File: config.mk
export PLATFORM = sky130hd
export DESIGN_NAME = jk_bank_arbiter
export DESIGN_NICKNAME = d
export VERILOG_FILES = /design/src/rtl/jk_pkg.sv /design/src/rtl/jk_cell.sv /design/src/rtl/jk_bank_arbiter.sv
export SDC_FILE = /design/constraint.sdc
export NUM_CORES = 1
export LEC_CHECK = 0
export CAP_MARGIN = 20
export CORE_ASPECT_RATIO = 0.7
export CORE_MARGIN = 2
export CORE_UTILIZATION = 42
export DETAILED_ROUTE_END_ITERATION = 10
export PLACE_DENSITY = 0.81
export SETUP_SLACK_MARGIN = 0.05
export SLEW_MARGIN = 20
export SYNTH_ARGS = -nofsm -noshare
export SYNTH_HDL_FRONTEND = slang
export SYNTH_SLANG_ARGS = --single-unit
File: constraint.sdc
create_clock -name clk -period 1.8 [get_ports clk]
set_clock_uncertainty 0.05 [all_clocks]
set_input_delay 0.27 -clock clk [delete_from_list [all_inputs] [get_ports clk]]
set_output_delay 0.27 -clock clk [all_outputs]
set_load 0.02 [all_outputs]
File: src/rtl/jk_pkg.sv
// Shared definitions for the JK bank arbiter: JK operation codes,
// owner encodings and the arbitration state type.
package jk_pkg;

  localparam logic [1:0] JK_HOLD = 2'b00;
  localparam logic [1:0] JK_CLR  = 2'b01;
  localparam logic [1:0] JK_SET  = 2'b10;
  localparam logic [1:0] JK_TGL  = 2'b11;

  localparam logic [1:0] OWN_NONE = 2'b00;
  localparam logic [1:0] OWN_A    = 2'b01;
  localparam logic [1:0] OWN_B    = 2'b10;

  localparam logic RR_A = 1'b0;
  localparam logic RR_B = 1'b1;

  // State values double as the owner output encoding.
  typedef enum logic [1:0] {
    ST_FREE   = 2'b00,
    ST_LOCK_A = 2'b01,
    ST_LOCK_B = 2'b10
  } arb_state_e;

endpackage

File: src/rtl/jk_cell.sv
// One JK flip-flop with a clock enable and synchronous active-low reset.
module jk_cell
  import jk_pkg::*;
(
  input  logic clk,
  input  logic res,
  input  logic en,
  input  logic j,
  input  logic k,
  output logic q
);

  logic r_q;

  // JK next-state: hold, clear, set or invert when enabled.
  always_ff @(posedge clk) begin
    if (!res) begin
      r_q <= 1'b0;
    end else if (en) begin
      case ({j, k})
        JK_HOLD: r_q <= r_q;
        JK_CLR:  r_q <= 1'b0;
        JK_SET:  r_q <= 1'b1;
        JK_TGL:  r_q <= ~r_q;
        default: r_q <= r_q;
      endcase
    end else begin
      r_q <= r_q;
    end
  end

  assign q = r_q;

endmodule

File: src/rtl/jk_bank_arbiter.sv
// Two-port round-robin arbiter with optional lock sharing a bank of JK
// cells; each granted request applies one JK op to a masked set of bits.
module jk_bank_arbiter
  import jk_pkg::*;
#(
  parameter int WIDTH = 8,
  parameter int CNT_W = 16
) (
  input  logic             clk,
  input  logic             res,
  input  logic             a_valid,
  input  logic [1:0]       a_op,
  input  logic [WIDTH-1:0] a_mask,
  input  logic             a_lock,
  output logic             a_ready,
  input  logic             b_valid,
  input  logic [1:0]       b_op,
  input  logic [WIDTH-1:0] b_mask,
  input  logic             b_lock,
  output logic             b_ready,
  output logic [WIDTH-1:0] q,
  output logic [1:0]       owner,
  output logic [CNT_W-1:0] a_count,
  output logic [CNT_W-1:0] b_count
);

  arb_state_e       r_state;
  logic             r_rr;
  logic [CNT_W-1:0] r_a_count;
  logic [CNT_W-1:0] r_b_count;

  logic             w_a_ready;
  logic             w_b_ready;
  logic             w_a_xfer;
  logic             w_b_xfer;
  logic             w_xfer;
  logic [1:0]       w_op;
  logic [WIDTH-1:0] w_mask;
  logic [WIDTH-1:0] w_q;

  // Grant decode from state, round-robin pointer and both valids only.
  always_comb begin
    w_a_ready = 1'b0;
    w_b_ready = 1'b0;
    case (r_state)
      ST_FREE: begin
        w_a_ready = a_valid && (!b_valid || (r_rr == RR_A));
        w_b_ready = b_valid && (!a_valid || (r_rr == RR_B));
      end
      ST_LOCK_A: begin
        w_a_ready = a_valid;
        w_b_ready = 1'b0;
      end
      ST_LOCK_B: begin
        w_a_ready = 1'b0;
        w_b_ready = b_valid;
      end
      default: begin
        w_a_ready = 1'b0;
        w_b_ready = 1'b0;
      end
    endcase
  end

  assign w_a_xfer = a_valid && w_a_ready;
  assign w_b_xfer = b_valid && w_b_ready;
  assign w_xfer   = w_a_xfer || w_b_xfer;

  // Route the granted port's operation to the bank.
  always_comb begin
    if (w_a_xfer) begin
      w_op   = a_op;
      w_mask = a_mask;
    end else if (w_b_xfer) begin
      w_op   = b_op;
      w_mask = b_mask;
    end else begin
      w_op   = JK_HOLD;
      w_mask = {WIDTH{1'b0}};
    end
  end

  genvar gi;
  generate
    for (gi = 0; gi < WIDTH; gi++) begin : g_cell
      jk_cell u_cell (
        .clk (clk),
        .res (res),
        .en  (w_mask[gi] && w_xfer),
        .j   (w_op[1]),
        .k   (w_op[0]),
        .q   (w_q[gi])
      );
    end
  endgenerate

  // Arbitration FSM: free round-robin, or a port holding the lock.
  always_ff @(posedge clk) begin
    if (!res) begin
      r_state <= ST_FREE;
      r_rr    <= RR_A;
    end else begin
      case (r_state)
        ST_FREE: begin
          if (w_a_xfer) begin
            r_rr    <= RR_B;
            r_state <= a_lock ? ST_LOCK_A : ST_FREE;
          end else if (w_b_xfer) begin
            r_rr    <= RR_A;
            r_state <= b_lock ? ST_LOCK_B : ST_FREE;
          end else begin
            r_rr    <= r_rr;
            r_state <= r_state;
          end
        end
        ST_LOCK_A: begin
          if (!a_valid || !a_lock) begin
            r_state <= ST_FREE;
            r_rr    <= RR_B;
          end else begin
            r_state <= r_state;
            r_rr    <= r_rr;
          end
        end
        ST_LOCK_B: begin
          if (!b_valid || !b_lock) begin
            r_state <= ST_FREE;
            r_rr    <= RR_A;
          end else begin
            r_state <= r_state;
            r_rr    <= r_rr;
          end
        end
        default: begin
          r_state <= ST_FREE;
          r_rr    <= RR_A;
        end
      endcase
    end
  end

  // Saturating per-port transfer counters.
  always_ff @(posedge clk) begin
    if (!res) begin
      r_a_count <= {CNT_W{1'b0}};
      r_b_count <= {CNT_W{1'b0}};
    end else begin
      if (w_a_xfer && (r_a_count != {CNT_W{1'b1}})) begin
        r_a_count <= r_a_count + CNT_W'(1);
      end else begin
        r_a_count <= r_a_count;
      end
      if (w_b_xfer && (r_b_count != {CNT_W{1'b1}})) begin
        r_b_count <= r_b_count + CNT_W'(1);
      end else begin
        r_b_count <= r_b_count;
      end
    end
  end

  assign a_ready = w_a_ready;
  assign b_ready = w_b_ready;
  assign q       = w_q;
  assign owner   = r_state;
  assign a_count = r_a_count;
  assign b_count = r_b_count;

endmodule

# --- Word level (Yosys, flattened, before mapping) ---
# Cells that the tools add are included.
op_classes:
  n_mux: 26
  n_bitwise: 10
  mul: 0
  eq_ne: 10
  reduce_logical: 34
  add_sub_neg: 2
  div_mod_pow: 0
  order_cmp: 0
  n_shift: 0
ops:
  columns: ["cell", "count"]
  rows:
  - ["$add A16 B1 Y16 const B", 2]
  - ["$ne A16 B16 Y1 const B", 2]
  - ["$pmux W1 S3", 9]
  - ["$mux W8", 2]
  - ["$reduce_and A2 Y1", 8]
  - ["$logic_and A1 B1 Y1", 14]
  - ["$mux W2", 7]
  - ["$not A1 Y1", 10]
  - ["$eq A2 B2 Y1 const B", 3]
  - ["$pmux W2 S3", 1]
  - ["$logic_or A1 B1 Y1", 5]
  - ["$mux W1", 5]
  - ["$eq A2 B1 Y1 const B", 2]
  - ["$logic_not A1 Y1", 4]
  - ["$logic_not A2 Y1", 2]
  - ["$ne A2 B2 Y1 const B", 2]
  - ["$pmux W1 S2", 2]
  - ["$ne A3 B3 Y1 const B", 1]
  - ["$reduce_and A3 Y1", 1]
totals:
  ramBits: 0
  out_inout_bits: 44
  latchBits: 0
  wordCells: 94
  in_bits: 26
  romBits: 0
  memories: 0
  regBits: 43

# --- Depth between registers and ports, before layout ---
# Gate-level depths: netlist (run 1).
depth:
  ltp_word: 10
  ltp_mapped: 8
  depth_no_buf: 6

# --- Cells and area by module ---
# A second synthesis (run 1) with hierarchy kept.
hier_totals:
  cells_unflattened: 272
  hier_area_um2: 2403.6
modules_own_cells:
  columns: ["module", "instances", "cells_per_inst", "seq_area_each_um2", "area_per_inst_um2"]
  rows:
  - ["jk_bank_arbiter", 1, 240, 700.7, 2063.2]
  - ["jk_cell", 8, 4, 20.0, 42.5]

# --- Least setup slack after synthesis (run 1) ---
# OpenSTA, ideal clock, no wires.
synth_timing:
  kind: "register to register"
  startpoint: "register r_b_count[0] (netlist: b_count[0])"
  endpoint: "register r_b_count[2] (netlist: b_count[2])"
  arrival_time_ps: 1785
  path_slack_ps: -163
  synth_period_minus_slack_ps: 1963
  required_time_ps: 1622
  path_buffers: 0
  setup_time_ps: 128
  path_stages_with_launch: 7
  cell_sequence: "dfxtp_1 > ha_1 > nand3_1 > or3_1 > o211ai_1 > xor2_1 > nor2_1"
synth_via:
  elab_chain_len: 2
  word_cells_on_any_way: 3
  classes_between: "add/sub: 1; eq/ne: 1; reduce/logical: 1"
synth_lines:
  columns: ["element", "line", "source"]
  rows:
  - ["start, declared", "jk_bank_arbiter.sv:30", "logic [CNT_W-1:0] r_b_count;"]
  - ["start signal, assigned", "jk_bank_arbiter.sv:146", "r_b_count <= {CNT_W{1'b0}};"]
  - ["start signal, assigned", "jk_bank_arbiter.sv:154", "r_b_count <= r_b_count + CNT_W'(1);"]
  - ["start signal, assigned", "jk_bank_arbiter.sv:156", "r_b_count <= r_b_count;"]
  - ["parallel branches: the longest is 2 deep, another holds $add A16 B1 Y16", null, null]
# Parallel ways; which one is timed is not known.
# A chain may end at the register's enable or synchronous reset.

# --- Final worst setup path (run 1) ---
layout_timing:
  startpoint: "register r_state[1] (netlist: owner[1])"
  endpoint: "register g_cell[5].u_cell.r_q"
layout_via:
  elab_chain_len: 8
  word_cells_on_any_way: 20
  classes_between: "eq/ne: 5; mux: 7; bitwise: 1; reduce/logical: 7"
layout_lines:
  columns: ["element", "line", "source"]
  rows:
  - ["start, declared", "jk_bank_arbiter.sv:27", "arb_state_e r_state;"]
  - ["start signal, assigned", "jk_bank_arbiter.sv:107", "r_state <= a_lock ? ST_LOCK_A : ST_FREE;"]
  - ["start signal, assigned", "jk_bank_arbiter.sv:110", "r_state <= b_lock ? ST_LOCK_B : ST_FREE;"]
  - ["start signal, assigned", "jk_bank_arbiter.sv:113", "r_state <= r_state;"]
  - ["parallel branches: the longest is 8 deep, another holds $pmux W1 S3", null, null]
  - ["end signal, assigned", "jk_cell.sv:21", "JK_HOLD: r_q <= r_q;"]
  - ["end signal, assigned", "jk_cell.sv:24", "JK_TGL: r_q <= ~r_q;"]
  - ["end signal, assigned", "jk_cell.sv:25", "default: r_q <= r_q;"]
  - ["end, declared", "jk_cell.sv:13", "logic r_q;"]
# Parallel ways; which one is timed is not known.

==> results of run 1 <==
==> repair_timing <==
action,CTS,global route
hold buffers,0,0
pin swaps,4,10
endpoints found under the setup margin,18,35
gates resized for setup,15,36
setup buffers,0,8
==> critical path: cells and delay by family, from the launching register on <==
kind,cells,cell delay [ps]
and+or+nand+nor,2,530
buffers and inverters,2,280
DFF,1,340
AOI/OAI and AO/OA,3,530
==> power groups by stage <==
| stage | sequential [W] | combinational [W] | clock (W) |
|---|---|---|---|
| floorplan | 0.00104 | 0.000183 | 0 |
| global placement | 0.00102 | 0.000357 | 0 |
| detailed placement | 0.00102 | 0.000365 | 0 |
| CTS | 0.00100 | 0.000369 | 0.000640 |
| global route | 0.00101 | 0.000456 | 0.000687 |
| finish | 0.00101 | 0.000423 | 0.000631 |
==> how the worst min path moves through the flow <==
stage | to | slack, ps | from | cells after the start
after CTS | g_cell[7].u_cell.q$_SDFFE_PN0P_ | 440 | g_cell[7].u_cell.q$_SDFFE_PN0P_ | 1
final | g_cell[1].u_cell.q$_SDFFE_PN0P_ | 440 | g_cell[1].u_cell.q$_SDFFE_PN0P_ | 1
after floorplan | owner[0]$_SDFFE_PN0P_ | 330 | a_valid | 2
after global routing | g_cell[4].u_cell.q$_SDFFE_PN0P_ | 460 | g_cell[4].u_cell.q$_SDFFE_PN0P_ | 1
after detailed placement | g_cell[7].u_cell.q$_SDFFE_PN0P_ | 430 | g_cell[7].u_cell.q$_SDFFE_PN0P_ | 1
after global placement | g_cell[7].u_cell.q$_SDFFE_PN0P_ | 420 | g_cell[7].u_cell.q$_SDFFE_PN0P_ | 1
==> final cells by class <==
type | count | area, µm² | share of cell area [%]
Multi-Input combinational cell | 204 | 1440 | 39.8
Clock buffer | 6 | 82.6 | 2.28
Tap cell | 72 | 90.1 | 2.49
Sequential cell | 43 | 875 | 24.2
Inverter | 5 | 21.3 | 0.588
Timing Repair Buffer | 117 | 1110 | 30.6
Clock inverter | 1 | 5.00 | 0.138
==> per-layer routing <==
metal | GRT usage [%] | part of all wire (%) | vias to the layer above
met5 | 0 | 0 | -
met4 | 6.16 | 0.79 | 0
met3 | 6.96 | 6.7 | 6
met2 | 35.7 | 47 | 73
met1 | 27.9 | 45 | 1140
li1 | - | - | 1198
==> synthesized netlist by cell type, drive strengths merged, types with 3 or more instances <==
library cell and instances:
nand3 16, nor2 31, nor3 14, nand4 10, o211ai 11, o21ai 9, nor4 3, dfxtp 43
o22ai 6, nand2 18, inv 4, a22oi 3, a31oi 3, xor2 7, buf 14, mux2i 6
xnor2 11, and4 3, a21oi 5, and3 8, and2 8, o31ai 8
==> through the flow <==
stage          setup slack, ps  power, W  std cells  utilization [%]  setup TNS, ps
5_1_grt                  -43.0   0.00215        448             68.8          -43.5
3_3_place_gp              -414   0.00138        433             62.5         -10170
2_1_floorplan             70.4   0.00122        268                -              0
4_1_cts                   58.4   0.00201        440             64.7              0
6_report                 -6.77   0.00206        448             68.8          -6.77
3_5_place_dp              -450   0.00139        433             62.5         -11280
==> flip-flops by register name (all words and copies together), names as in the netlist <==
name / flops
a_count: 16
b_count: 16
g_cell.u_cell.q: 8
owner: 2
r_rr: 1
==> cell families (layout without fill, tap and decap cells) <==
| group | count (synthesis) | count (layout) |
|---|---|---|
| AOI/OAI and AO/OA | 54 | 54 |
| DFF | 43 | 43 |
| buffers and inverters | 21 | 129 |
| muxes | 6 | 6 |
| adders and majority gates | 2 | 2 |
| xor gates and xnor gates | 18 | 18 |
| and+or+nand+nor | 124 | 124 |
==> flow_summary_export.csv, run 1 <==
group,metric,value,unit
timing,max_freq,553,MHz
status,status,"complete, but fails checks",
synth,syn-num-nets,296,
layout,mostFrequentLayoutCells,"clkdlybuf4s50_1, buf_4, dfxtp_1",
critical_path,cp.required,1970,ps
synth,synth_compound_area_share,17.1,%
flow_run,drv_cap,0,
critical_path,r2r-start,"owner[1]$_SDFFE_PN0P_",
power,switching_share,27.1,%
power,pwr-share-clk,30.6,%
placed_design,dpl_cell_area,3290,µm²
placed_design,io_buffers,69,
synth,yosysTopAreaCellShare,37.4,%
timing,hold_viol_final,0,
critical_path,end_kind,"flip-flop",
critical_path,cp_max_fo,12,
synth,synth_top_family_by_area,"simple AND/OR/NAND/NOR gates",
detailed_routing,drtIter0Drc,100,
layout,fin_nets,404,
critical_path,critical_path.max_stage_delay,370,ps
cts,cts_tree,"yes",
floorplanning,design.die.area,6090,µm²
synth,seq_area_frac_synth,37.4,%
synth,synth-adder-area-share,1.09,%
layout,drive_above_1_share,23.9,%
layout,fin_area,3620,µm²
detailed_routing,drc,0,
placed_design,hpwl,4.61,mm
synth,syn-cell-area,2300,µm²
floorplanning,fp.dieW,92.4,µm
critical_path,start_kind,"flip-flop",
power,powerDensity,569,nW/µm²
floorplanning,start_util,43.7,%
global_routing,antenna_found_initial,0,
synth,ys_types,53,
global_routing,grt_max_degree,20,
global_routing,grt_pass1_wl,10.6,mm
timing,rsz0062_at_grt,"yes",
synth,synth_cells,268,
cts,path_clk_slew,80,ps
synth,synth_edf_count,0,
synth,post_synth_xor_area_fraction,6.86,%
synth,synth_top_flop_cell,"dfxtp_1",
global_routing,grt_pass1_vias,2344,
power,combPwrFrac,20.5,%
floorplanning,floorplan.die.height,65.9,µm
timing,final-setup-viol-count,1,
detailed_routing,drt_wl_total,6.46,mm
timing,setup_slack,-6.77,ps
power,p_leak,1.61,nW
synth,ys_ff_latch,43,
synth,synth_largest_area_cell,"dfxtp_1",
critical_path,endpoint,"g_cell[5].u_cell.q$_SDFFE_PN0P_",
critical_path,r2r-end,"g_cell[5].u_cell.q$_SDFFE_PN0P_",
critical_path,r2r_setup_slack,-7,ps
critical_path,startpoint,"owner[1]$_SDFFE_PN0P_",
layout,area_growth,57.4,%
detailed_routing,drtPass1Iterations,4,
cts,htree_levels,2,
synth,yosys_warnings,0,
critical_path,crit_arrival,1970,ps
cts,clock_path_buffers,2,
floorplanning,core,5260,µm²
floorplanning,ios,70,
synth,synthMuxAreaShare,2.61,%
cts,insertion_delay,310,ps
synth,yosys.area_share.simple,28.9,%
timing,fin_crit,1810,ps
hold_path,hp-class,"reg2reg",
power,p_int,0.00150,W
power,pwr-share-seq,48.8,%
floorplanning,rows,22,
global_routing,grt_usage,21.8,%
detailed_routing,vias,2417,
status,violations,"negative setup slack",
synth,syn_area_per_cell,8.58,µm²
timing,slew_headroom,70.4,%
timing,hold_ws,441,ps
critical_path,r2r_cells,7,
placed_design,gp_congestion,0.872,
synth,ys_top_cells_by_area,"dfxtp_1, nor2_1, xnor2_1, o211ai_1, nand3_1",
cts,cts.sinks,43,
layout,diodes,0,
synth,synthArstFlopShare,0,%
cts,cts_made_buffers,5,
detailed_routing,via_per_inst,5.40,
layout,nFillCells,420,
layout,final_common_cell,"clkdlybuf4s50_1",
critical_path,cp_slowest_cell,"or3b_4",
power,p_sw,0.000558,W
timing,slew_viol_final,0,
critical_path,critPathKind,"reg2reg",
critical_path,cp_cell_sequence,"or3b_4 > and2_4 > buf_12 > buf_4 > o22ai_1 > o211ai_1 > o31ai_1",
timing,finalCritPeriodShare,100,%
cts,cts-root-buf,"clkbuf_8",
power,max-vdd-ir-drop,352,µV
timing,worst-slew-pin-transition,432,ps
detailed_routing,ant_nets,0,
global_routing,overflow,0,
detailed_routing,wl_per_cell,14.4,µm
(Power assumes the default switching activity.)
==> inputs of run 2 (changes only) <==
--- a/config.mk
+++ b/config.mk
@@ -9,6 +9,7 @@
 export CORE_ASPECT_RATIO = 0.7
 export CORE_MARGIN = 2
 export CORE_UTILIZATION = 42
+export CTS_CLUSTER_SIZE = 8
 export DETAILED_ROUTE_END_ITERATION = 10
 export PLACE_DENSITY = 0.81
 export SETUP_SLACK_MARGIN = 0.05
==> results of run 2 <==
Final layout, timing and power as in run 1 (identical DEF).
==> inputs of run 3 (changes only) <==
--- a/config.mk
+++ b/config.mk
@@ -13,7 +13,6 @@
 export DETAILED_ROUTE_END_ITERATION = 10
 export PLACE_DENSITY = 0.81
 export SETUP_SLACK_MARGIN = 0.05
-export SLEW_MARGIN = 20
 export SYNTH_ARGS = -nofsm -noshare
 export SYNTH_HDL_FRONTEND = slang
 export SYNTH_SLANG_ARGS = --single-unit
==> results of run 3 <==
Final layout, timing and power as in run 1 (identical DEF).
